===== src/rtl/ad5674_spi_drv.sv =====
// ad5674_spi_drv: shifts one 24-bit AD5674 frame {cmd, addr, data} out on a
// shared SCLK/SDI pair and frames it with one of two SYNC lines, chosen by
// ch[4]. All serial outputs come straight from flops, so they are glitch-free.
module ad5674_spi_drv #(
  parameter int CLK_DIV  = 4,  // SCLK half-period in clk cycles
  parameter int CS_SETUP = 2,  // SYNC low to first bit phase
  parameter int CS_HOLD  = 2,  // last SCLK rise to SYNC high
  parameter int CS_GAP   = 4   // minimum SYNC-high time between frames
) (
  input  logic        clk,
  input  logic        rst_n,
  input  logic        ad5674_trig,
  input  logic [3:0]  ad5674_cmd,
  input  logic [4:0]  ad5674_ch,
  input  logic [15:0] ad5674_din,
  output logic        ad5674_busy,
  output logic        ad5674_done,
  output logic        ad5674_drop,
  output logic        ad5674_sclk,
  output logic        ad5674_sdi,
  output logic [1:0]  ad5674_sync_n
);

  // Half-period counter only has to reach CLK_DIV-1.
  localparam int HC_W = $clog2(CLK_DIV) + 1;

  // One shared wait counter covers the SETUP, HOLD and GAP phases.
  localparam int WAIT_MAX0 = (CS_SETUP > CS_HOLD) ? CS_SETUP : CS_HOLD;
  localparam int WAIT_MAX  = (WAIT_MAX0 > CS_GAP) ? WAIT_MAX0 : CS_GAP;
  localparam int WC_W      = $clog2(WAIT_MAX + 1);

  localparam logic [HC_W-1:0] HC_ONE     = HC_W'(1);
  localparam logic [HC_W-1:0] HC_LAST    = HC_W'(CLK_DIV - 1);
  localparam logic [WC_W-1:0] WC_ONE     = WC_W'(1);
  localparam logic [WC_W-1:0] SETUP_LAST = WC_W'(CS_SETUP - 1);
  localparam logic [WC_W-1:0] HOLD_LAST  = WC_W'(CS_HOLD - 1);
  localparam logic [WC_W-1:0] GAP_LAST   = WC_W'(CS_GAP - 1);

  typedef enum logic [2:0] {
    S_IDLE,
    S_SETUP,
    S_SHIFT,
    S_HOLD,
    S_GAP
  } state_t;

  state_t            state_reg;
  logic [HC_W-1:0]   hcnt_reg;
  logic [WC_W-1:0]   wcnt_reg;
  logic [4:0]        bit_reg;
  logic [23:0]       shreg_reg;

  // Frame sequencer: every output is assigned here, so all are registered.
  always_ff @(posedge clk or negedge rst_n) begin
    if (!rst_n) begin
      state_reg     <= S_IDLE;
      hcnt_reg      <= '0;
      wcnt_reg      <= '0;
      bit_reg       <= '0;
      shreg_reg     <= '0;
      ad5674_busy   <= 1'b0;
      ad5674_done   <= 1'b0;
      ad5674_drop   <= 1'b0;
      ad5674_sclk   <= 1'b1;
      ad5674_sdi    <= 1'b0;
      ad5674_sync_n <= 2'b11;
    end else begin
      ad5674_done <= 1'b0;
      // Any trigger outside IDLE is rejected; the running frame carries on.
      ad5674_drop <= ad5674_trig && (state_reg != S_IDLE);

      case (state_reg)
        S_IDLE: begin
          if (ad5674_trig) begin
            shreg_reg     <= {ad5674_cmd, ad5674_ch[3:0], ad5674_din};
            ad5674_sync_n <= ad5674_ch[4] ? 2'b01 : 2'b10;
            ad5674_busy   <= 1'b1;
            wcnt_reg      <= '0;
            state_reg     <= S_SETUP;
          end
        end

        S_SETUP: begin
          if (wcnt_reg == SETUP_LAST) begin
            // Present bit 23 with SCLK high; first fall comes CLK_DIV later.
            ad5674_sdi <= shreg_reg[23];
            shreg_reg  <= {shreg_reg[22:0], 1'b0};
            bit_reg    <= 5'd23;
            hcnt_reg   <= '0;
            state_reg  <= S_SHIFT;
          end else begin
            wcnt_reg <= wcnt_reg + WC_ONE;
          end
        end

        S_SHIFT: begin
          if (hcnt_reg == HC_LAST) begin
            hcnt_reg <= '0;
            if (ad5674_sclk) begin
              ad5674_sclk <= 1'b0;
            end else if (bit_reg == 5'd0) begin
              // Final rising edge; SDI keeps bit 0 through HOLD.
              ad5674_sclk <= 1'b1;
              wcnt_reg    <= '0;
              state_reg   <= S_HOLD;
            end else begin
              ad5674_sclk <= 1'b1;
              ad5674_sdi  <= shreg_reg[23];
              shreg_reg   <= {shreg_reg[22:0], 1'b0};
              bit_reg     <= bit_reg - 5'd1;
            end
          end else begin
            hcnt_reg <= hcnt_reg + HC_ONE;
          end
        end

        S_HOLD: begin
          if (wcnt_reg == HOLD_LAST) begin
            ad5674_sync_n <= 2'b11;
            wcnt_reg      <= '0;
            state_reg     <= S_GAP;
          end else begin
            wcnt_reg <= wcnt_reg + WC_ONE;
          end
        end

        S_GAP: begin
          if (wcnt_reg == GAP_LAST) begin
            ad5674_busy <= 1'b0;
            ad5674_done <= 1'b1;
            ad5674_sdi  <= 1'b0;
            state_reg   <= S_IDLE;
          end else begin
            wcnt_reg <= wcnt_reg + WC_ONE;
          end
        end

        default: begin
          state_reg <= S_IDLE;
        end
      endcase
    end
  end

endmodule


===== config.mk =====
export PLATFORM = sky130hd
export DESIGN_NAME = ad5674_spi_drv
export DESIGN_NICKNAME = d
export VERILOG_FILES = /design/src/rtl/ad5674_spi_drv.sv
export SDC_FILE = /design/constraint.sdc
export NUM_CORES = 1
export LEC_CHECK = 0
export ABC_CLOCK_PERIOD_IN_PS = 5980
export BUFFER_PORTS_ARGS = -buffer_cell sky130_fd_sc_hd__buf_2
export CELL_PAD_IN_SITES_DETAIL_PLACEMENT = 1
export CELL_PAD_IN_SITES_GLOBAL_PLACEMENT = 1
export CORE_AREA = 2 2 122 89
export DETAILED_ROUTE_END_ITERATION = 10
export DIE_AREA = 0 0 124 91
export GPL_TIMING_DRIVEN = 1
export PLACE_DENSITY_LB_ADDON = 0.15
export SKIP_CTS_REPAIR_TIMING = 1
export SLEW_MARGIN = 20
export SYNTH_ARGS = -nofsm -noshare
export SYNTH_HDL_FRONTEND = slang
export SYNTH_SLANG_ARGS = --single-unit

===== constraint.sdc =====
create_clock -name clk -period 5.98 [get_ports clk]
set_input_delay 1.196 -clock clk [delete_from_list [all_inputs] [get_ports clk]]
set_output_delay 1.196 -clock clk [all_outputs]
set_load 0.02 [all_outputs]

* After elaboration in Yosys (flattened, before gate mapping)
Index checks and enable logic that the tools add are counted.
** Word-level totals
- Bits in read-only memories :: 0
- Latch bits :: 0
- Output and inout port bits :: 7
- Logic and storage cells :: 95
- RAM bits :: 0
- Memories kept :: 0
- Bits in registers :: 45
** Operators by class
- $add $sub $neg :: 3
- Multiplexer cells :: 45
- $lt $le $gt $ge :: 0
- Reduce and logical (&&, ||, !) cells :: 19
- Div/mod/pow operators :: 0
- Equality and inequality tests :: 17
- $mul :: 0
- Bitwise logic cells :: 0
- Shifts and indexed selects :: 0
** Operator list (number)
- 24-bit two-way mux :: 5
- 24-bit one-hot mux with 3 select lines :: 1
- 3-bit two-way mux :: 16
- 3-bit one-hot mux with 5 select lines :: 2
- 5-bit two-way mux :: 4
- 2-bit != test, second input constant :: 10
- 7-bit AND reduction :: 2
- 3-bit by 2-bit equality test with 1-bit output, second input constant :: 4
- 6-bit AND reduction :: 2
- 5-bit one-hot mux with 2 select lines :: 1
- 1-bit two-way mux :: 9
- 3-bit nonzero test :: 3
- 3-bit by 1-bit adder with 3-bit output, second input constant :: 2
- 3-bit by 1-bit equality test with 1-bit output, second input constant :: 2
- 2-bit two-way mux :: 3
- 3-bit one-hot mux with 2 select lines :: 1
- 3-bit AND reduction :: 2
- 2-bit nonzero test :: 3
- 5-bit logical NOT :: 1
- 5-bit AND reduction :: 1
- 5-bit nonzero test :: 1
- 5-bit by 1-bit subtractor with 5-bit output, second input constant :: 1
- 2-bit one-hot mux with 2 select lines :: 1
- 2-bit AND reduction :: 2
- other kinds (5) :: 5

* Depth between registers and ports, before layout
- Depth in word-level cells :: 5
- Depth in mapped cells :: 7

* Least setup slack after synthesis
No wires, ideal clock.
- Path kind :: input port to flip-flop
- Start :: input ad5674_trig
- End :: register shreg_reg[0]
- Arrival time :: 2053 ps
- Setup slack :: 3802 ps
- Data required time :: 5855 ps
- Stages on the path :: 5
- Cell sequence :: nand2b_1 > o211ai_1 > o211ai_4 > buf_6 > mux2_4
** On the way
- Word-level cells in the longest chain between the ends :: 2
** RTL lines
- start: declaration :: RTL line 12 : input logic ad5674_trig,
- 2-bit != test (no source line)
- 6-bit AND reduction (no source line)
- end signal: assignment :: RTL line 75 : shreg_reg <= {ad5674_cmd, ad5674_ch[3:0], ad5674_din};
- end signal: assignment :: RTL line 87 : shreg_reg <= {shreg_reg[22:0], 1'b0};
- end signal: assignment :: RTL line 109 : shreg_reg <= {shreg_reg[22:0], 1'b0};
- end: declaration :: RTL line 51 : logic [23:0] shreg_reg;
No other way between the ends.
A chain may end at the register's enable or synchronous reset.

* Worst setup path after layout
- Start :: register bit_reg[0]
- End :: register shreg_reg[6]
** On the way
- Word-level cells in the longest chain between the ends :: 3
** RTL lines
- start: declaration :: RTL line 50 : logic [4:0] bit_reg;
- start signal: assignment :: RTL line 110 : bit_reg <= bit_reg - 5'd1;
- 5-bit logical NOT :: RTL line 101 : end else if (bit_reg == 5'd0) begin
- 2-bit != test (no source line)
- 6-bit AND reduction (no source line)
No other way between the ends.

==> flow_summary.ini <==
[yosys]
yosys_warnings = 0
synth.most_common_cell = dfrtp_1
synthTopCellsByCount = dfrtp_1, mux2_2, mux2_4
ys_seq_area_frac = 0.457
synth_largest_area_cell = dfrtp_1
synth-main-ff-cell = dfrtp_1
synth_top_cell_area_share = 0.425
syn_avg_cell_area_um2 = 12.5
postSynthNetCount = 231
syn_area_um2 = 2470
synth-edff-count = 0
netlist_instances = 198
async_reset_ff_frac = 1.00
ys_seq_elements = 45
synth.distinct_cells = 48
yosys-top-cells-area = dfrtp_1, mux2_4, mux2_2, dfstp_2, ha_1

[timing]
finalCritPeriodShare = 0.389
hold_viol = 0
hold_ws_ns = 0.502
maxSlewHeadroom = 0.560
slew_viol_final = 0
fmax_mhz = 430
finalSetupTns_ns = 0
worstMarginPinSlew_ns = 0.655
fin_worst_skew_ns = 0.00304
rsz0062_at_grt = no
setup_violations = 0
finalCriticalPeriod_ns = 2.33

[cts]
numCtsBuffers = 5
clk_path_buf_depth = 2
clk_latency_ns = 0.28
cts-root-buf = clkbuf_16
clkSlewWorstSetupHoldPaths_ns = 0.06
htree_levels = 2
clock-sinks = 45
tritoncts = done

[cells_and_area]
drive_gt1_frac = 0.440
diodes = 0
utilization = 0.293
area_delta_synth_final_pct = 19.4
fill_cells = 1130
final_nets = 267
largest_register_ffs = 24
design_area_um2 = 2960

[drt]
firstDrtPassIters = 4
ant_nets = 0
vias_per_cell = 4.54
drc_errors = 0
routed_wl_mm = 5.49
via_count = 1661
wl_per_cell_um = 15.0
drt_iter0_drc = 67

[outcome]
outcome = finished, final reports clean

[hold_path]
hp-class = flop to flop
hold_path_depth = 1

[pwr]
leakage_uw = 0.00145
total_power_uw = 631
max-vdd-ir-drop_uv = 110
power_density_nw_per_um2 = 214

[worst_setup_path]
start_kind = flop
arrival_ns = 2.49
end_kind = flop
required_ns = 6.15
cp_max_fo = 14
crit_type = flop to flop
reg2regPathDepth = 7

[floorplanning]
fp.dieH_um = 91
die_area_um2 = 11300
num_rows = 31
initial_core_util = 0.245
die_w_um = 124
core_area_um2 = 10100
ios = 35

[grt]
grt_pass1_wl_mm = 9.62
grt_max_degree = 46
grt_usage = 0.110
antenna_found_initial = 0
grt_overflow = 0
grt_pass1_vias = 1809

[place]
hpwl_mm = 3.77
io_buffers = 34
place_area_um2 = 2770
place.gp.congestion = 0.744

[flow_run]
cap_viol_max_count = 0
final timing paths:
| path | from | to | slack, ns |
|---|---|---|---|
| max in group asynchronous | rst_n | hcnt_reg[2] | 4.57 |
| hold / removal | shreg_reg[17] | shreg_reg[17] | 0.50 |
| setup reg to reg | bit_reg[0] | shreg_reg[6] | 3.65 |
| setup / recovery | bit_reg[0] | shreg_reg[6] | 3.65 |
| min in group asynchronous | rst_n | bit_reg[3] | 1.00 |
| hold reg to reg | shreg_reg[17] | shreg_reg[17] | 0.50 |
routing by layer:
| metal | GRT usage | wire [um] |
|---|---|---|
| met5 | 0 | 0 |
| met4 | 0.0365 | 70 |
| met3 | 0.0270 | 182 |
| met2 | 0.155 | 2370 |
| met1 | 0.163 | 2870 |
cell type report:
cell class | instances | area (um^2) | share of cell area
multi-input cells | 138 | 1260 | 0.427
flip-flops and latches | 45 | 1130 | 0.382
well taps | 132 | 165 | 0.0559
clock buffers | 5 | 125 | 0.0423
inverters | 7 | 26.3 | 0.00889
clock inverters | 2 | 35.0 | 0.0119
repair buffers | 37 | 213 | 0.0720
power by group:
part           internal (uW)  total, uW  leakage, uW  switching, uW
Combinational           7.72       18.1     0.000791           10.4
Clock                    194        308    0.0000797            114
Sequential               305        306     0.000580          0.208
logic make-up after synthesis:
logic type	after synthesis	share of synthesized area
DFF	45	0.457
buffers and inverters	15	0.0339
xor gates and xnor gates	2	0.00708
adders and majority gates	5	0.0253
muxes	51	0.266
and+or+nand+nor	46	0.110
AOI/OAI and AO/OA	34	0.101
critical path, cell delays in order (launching register included):
cell and delay (ns):
dfrtp_1 0.38, inv_1 0.09, ha_1 0.17, nor4b_4 0.38
nor3_2 0.10, o211ai_4 0.53, buf_16 0.24, mux2_4 0.31
placed cells by master (no fill, tap or decap), drive strengths merged, types with 3 or more instances in the layout:
cell    instances
a21oi           8
a31oi           4
ha              5
clkbuf          5
a21o            3
inv             7
dfstp           3
mux2           50
buf            37
nor3            6
nand2b          3
nor2           12
dfrtp          42
nand2           9
nor2b           3
o21a            3
per-stage QoR:
step	setup WS [ns]	instances
after floorplan	3.80	198
after global placement	3.36	358
after detailed placement	3.34	358
after CTS	3.36	365
after global routing	3.48	366
final	3.65	366
(Power assumes the default switching activity.)
